===== config.mk =====
export PLATFORM = sky130hd
export DESIGN_NAME = chunked_serial_adder
export DESIGN_NICKNAME = d
export VERILOG_FILES = /design/src/rtl/chunked_serial_adder.sv
export SDC_FILE = /design/constraint.sdc
export NUM_CORES = 1
export LEC_CHECK = 0
export BUFFER_PORTS_ARGS = -buffer_cell sky130_fd_sc_hd__buf_2
export CAP_MARGIN = 0
export CORE_MARGIN = 3
export CORE_UTILIZATION = 49
export CTS_CLUSTER_DIAMETER = 100
export DETAILED_ROUTE_END_ITERATION = 8
export HOLD_SLACK_MARGIN = 0.02
export PLACE_DENSITY = 0.78
export SLEW_MARGIN = 20
export SYNTH_ARGS = -nofsm -noshare
export SYNTH_HDL_FRONTEND = slang
export SYNTH_SLANG_ARGS = --single-unit

===== constraint.sdc =====
create_clock -name clk -period 1.9 [get_ports clk]
set_clock_uncertainty 0.1 [all_clocks]
set_input_delay 0.57 -clock clk [delete_from_list [all_inputs] [get_ports clk]]
set_output_delay 0.57 -clock clk [all_outputs]
set_load 0.03 [all_outputs]

===== src/rtl/chunked_serial_adder.sv =====
// Multi-cycle WIDTH-bit adder: CHUNK bits per clock with a registered carry between chunks.
// Optional signed-overflow output enabled by defining ADDER_OVERFLOW_EN.
module chunked_serial_adder #(
  parameter int WIDTH = 16,
  parameter int CHUNK = 4
) (
  input  logic             clk,
  input  logic             rst,
  input  logic             start,
  input  logic [WIDTH-1:0] x,
  input  logic [WIDTH-1:0] y,
  input  logic             cin,
  output logic             busy,
  output logic             done,
  output logic [WIDTH-1:0] s,
`ifdef ADDER_OVERFLOW_EN
  output logic             ovf,
`endif
  output logic             cout
);

  localparam int NCH = WIDTH / CHUNK;
  localparam int CW  = (NCH > 1) ? $clog2(NCH) : 1;

  typedef enum logic [1:0] {IDLE, BUSY, DONE} state_t;

  state_t           state_q, state_d;
  logic [WIDTH-1:0] xr_q, xr_d, yr_q, yr_d;
  logic [WIDTH-1:0] psum_q, psum_d;
  logic             carry_q, carry_d;
  logic [CW-1:0]    cnt_q, cnt_d;
  logic [WIDTH-1:0] s_q, s_d;
  logic             cout_q, cout_d;
  logic [CHUNK:0]   slice_sum;
  logic [WIDTH-1:0] psum_shift;
`ifdef ADDER_OVERFLOW_EN
  // Operand sign bits are kept aside because xr/yr are shifted away during the add.
  logic             xs_q, xs_d, ys_q, ys_d;
  logic             ovf_q, ovf_d;
`endif

  always_comb begin
    state_d = state_q;
    xr_d    = xr_q;
    yr_d    = yr_q;
    psum_d  = psum_q;
    carry_d = carry_q;
    cnt_d   = cnt_q;
    s_d     = s_q;
    cout_d  = cout_q;
`ifdef ADDER_OVERFLOW_EN
    xs_d    = xs_q;
    ys_d    = ys_q;
    ovf_d   = ovf_q;
`endif

    slice_sum  = {1'b0, xr_q[CHUNK-1:0]} + {1'b0, yr_q[CHUNK-1:0]} + {{CHUNK{1'b0}}, carry_q};
    // Each new chunk enters at the MSB end; after NCH shifts chunk 0 sits at the LSB.
    psum_shift = psum_q >> CHUNK;
    psum_shift[WIDTH-1 -: CHUNK] = slice_sum[CHUNK-1:0];

    case (state_q)
      IDLE, DONE: begin
        state_d = IDLE;
        if (start) begin
          xr_d    = x;
          yr_d    = y;
          carry_d = cin;
          psum_d  = '0;
          cnt_d   = '0;
`ifdef ADDER_OVERFLOW_EN
          xs_d    = x[WIDTH-1];
          ys_d    = y[WIDTH-1];
`endif
          state_d = BUSY;
        end
      end
      BUSY: begin
        xr_d    = xr_q >> CHUNK;
        yr_d    = yr_q >> CHUNK;
        carry_d = slice_sum[CHUNK];
        psum_d  = psum_shift;
        cnt_d   = cnt_q + CW'(1);
        if (cnt_q == CW'(NCH - 1)) begin
          s_d     = psum_shift;
          cout_d  = slice_sum[CHUNK];
`ifdef ADDER_OVERFLOW_EN
          ovf_d   = (xs_q == ys_q) && (psum_shift[WIDTH-1] != xs_q);
`endif
          state_d = DONE;
        end
      end
      default: state_d = IDLE;
    endcase
  end

  always_ff @(posedge clk) begin
    if (rst) begin
      state_q <= IDLE;
      xr_q    <= '0;
      yr_q    <= '0;
      psum_q  <= '0;
      carry_q <= 1'b0;
      cnt_q   <= '0;
      s_q     <= '0;
      cout_q  <= 1'b0;
`ifdef ADDER_OVERFLOW_EN
      xs_q    <= 1'b0;
      ys_q    <= 1'b0;
      ovf_q   <= 1'b0;
`endif
    end else begin
      state_q <= state_d;
      xr_q    <= xr_d;
      yr_q    <= yr_d;
      psum_q  <= psum_d;
      carry_q <= carry_d;
      cnt_q   <= cnt_d;
      s_q     <= s_d;
      cout_q  <= cout_d;
`ifdef ADDER_OVERFLOW_EN
      xs_q    <= xs_d;
      ys_q    <= ys_d;
      ovf_q   <= ovf_d;
`endif
    end
  end

  assign busy = (state_q == BUSY);
  assign done = (state_q == DONE);
  assign s    = s_q;
  assign cout = cout_q;
`ifdef ADDER_OVERFLOW_EN
  assign ovf  = ovf_q;
`endif

endmodule


==> results.ini <==
[run_status]
outcome=finished clean

[sta]
hold_viol=0
rsz0062_at_grt=false
setup_tns_ns=0
worstMarginPinSlew_ns=0.349
fin_ws_ns=0.0754
slew_viol_final=0
setup_viol=0
fin_crit_sh_pct=96.0
relSlewSlack_pct=76.1
period_minus_slack_ns=1.82
fmax_mhz=548

[placed_design]
portBuffers=54
globalplace.congestion=0.822
place_inst=440
placed_cell_area_um2=3040
place_ws_ns=-0.0105
hpwlAfterDp_um=4000

[route]
wirelength_um=6110
viasPerCell=5.34
vias=2437
drt-initial-drc-count=144
wl_per_cell_um=13.4
drc=0
first_pass_iters=4
postRouteAntennaNets=0

[worst_setup_path]
startpoint_type=flip-flop
required_ns=1.23
cp.arrival_ns=1.15
cp-end-kind=output pin
crit_chain=nand2b_2 > clkinv_1 > buf_2
worstPathMaxFanout=4
crit_buf_inv=2
crit_type=reg -> out
crit_path_max_incr_delay_ns=0.35
cpLargestDelayFamily=flip-flops
critical-path-slowest-cell=dfxtp_1

[job]
cap_violations=0

[global_route]
grt_usage_pct=19.6
grt_pass1_wl_um=10000
grt_max_degree=50
overflow=0
grt_pass1_vias=2208
antenna_found_initial=0

[worst_hold_path]
hold_path.class=reg -> reg

[pwr]
vdd_drop_max_mv=0.546
pwr_density_cell_nw_per_um2=994
power.leakage_nw=1.35

[layout]
fin_nets=423
most-common-layout-cells=96 x nand2_1, 65 x dfxtp_1, 54 x buf_2, 37 x a21oi_1, 28 x nor2_1
fill_cells=480
post-route-util_pct=62.2
design_area_um2=3280
area_growth_pct=19.2
finalNonFillerCells=456
drive_gt1_share_pct=22.3
final_common_cell=nand2_1
num_antenna_cells=0

[clocking]
clockBufferDepth=2
clkTransAtPathRegs_ns=0.07
cts_made_buffers=9
cts_tree=yes
cts_hold_buf=0
cts_root_buffer=clkbuf_8
worst_skew_pair.late_latency_ns=0.34
clock_sinks=66
htree_levels=3

[floorplanning]
ioPinCount=55
die_area_um2=6550
num_rows=26
die_x_um=80.9
die_y_um=80.9
core-area_um2=5270
initial_core_util_pct=52.2

[synthesis]
synthArstFlopShare_pct=0
ys_warn_count=0
synth_ff_type=dfxtp_1
yosys_register_bits=66
syn_inst=333
synth_seq_area_share_pct=48.0
synthDistinctLibCells=31
postSynthAreaPerCell_um2=8.26
synth_edf_count=0
synth_fp_nets=375
synth_area_um2=2750

==> report_power, final <==
group / total, W / internal, W / switching [W]
logic: 0.000356 / 0.000147 / 0.000209
clock network: 0.00139 / 0.000865 / 0.000530
registers: 0.00151 / 0.00146 / 0.0000504
==> stage by stage <==
step | hold WS [ns] | power [W]
global route | 0.368 | 0.00339
detailed placement | 0.343 | 0.00189
global placement | 0.343 | 0.00188
finish | 0.351 | 0.00326
CTS | 0.352 | 0.00327
floorplan | 0.332 | 0.00179
==> final timing paths <==
| path | from | depth (start not counted) | end | slack [ns] |
|---|---|---|---|---|
| max | state_q[1] | 3 | busy | 0.08 |
| min | s[9] | 2 | s[9] | 0.35 |
| max reg2reg | xr_q[0] | 5 | carry_q | 0.10 |
| min reg2reg | s[9] | 2 | s[9] | 0.35 |
==> Yosys cell counts (2+ instances only) <==
cell type	number	area share [%]
clkbuf_1	3	0.41
nand4_1	2	0.45
dfxtp_1	66	48
fa_1	2	1.5
nand2b_1	3	0.68
buf_2	10	1.8
nand2_1	96	13
and3b_1	2	0.64
a211oi_1	2	0.55
nand3_1	23	4.2
nor2_1	28	3.8
a311oi_1	24	7.6
nor2b_1	3	0.68
buf_6	5	2.0
buf_1	3	0.41
a21oi_1	37	6.7
ha_1	4	1.8
buf_4	7	1.9
==> metal layers <==
metal,GRT usage (%),wire (µm),up-vias
met5,0,0,-
met4,7.94,111,0
met3,6.10,353,13
met2,31.4,2860,61
met1,24.5,2790,1119
li1,-,-,1244
==> final cells by class <==
| cell class | count | area [µm²] | area share (%) |
|---|---|---|---|
| repair buffers | 65 | 378 | 11.5 |
| clock buffers | 10 | 128 | 3.89 |
| inverters | 2 | 7.51 | 0.229 |
| multi-input cells | 237 | 1250 | 38.1 |
| well taps | 70 | 87.6 | 2.67 |
| clock inverters | 6 | 105 | 3.21 |
| flip-flops and latches | 66 | 1320 | 40.3 |
==> state kept, by name, summed over array words and instances, names as in the netlist <==
| name | count |
|---|---|
| carry_q | 1 |
| cnt_q | 2 |
| cout | 1 |
| psum_q | 12 |
| s | 16 |
| state_q | 2 |
| xr_q | 16 |
| yr_q | 16 |
==> timing repair <==
action,4_1_cts,5_1_grt
setup buffers,0,0
setup endpoints to repair,3,2
gates resized for setup,2,1
==> kinds of logic after synthesis <==
| family | synth area share, % |
|---|---|
| AOI/OAI and AO/OA | 17.0 |
| and+or+nand+nor | 24.5 |
| DFF | 48.0 |
| xor gates and xnor gates | 0.319 |
| buffers and inverters | 6.87 |
| adders and majority gates | 3.28 |
==> worst register-to-register path: cells and delay by family, from the launching register on <==
| kind | cells | cell delay, ns |
|---|---|---|
| compound gates | 3 | 0.47 |
| flops | 1 | 0.34 |
| fa+ha+maj | 2 | 0.77 |
Power figures use the tool's default switching activity.
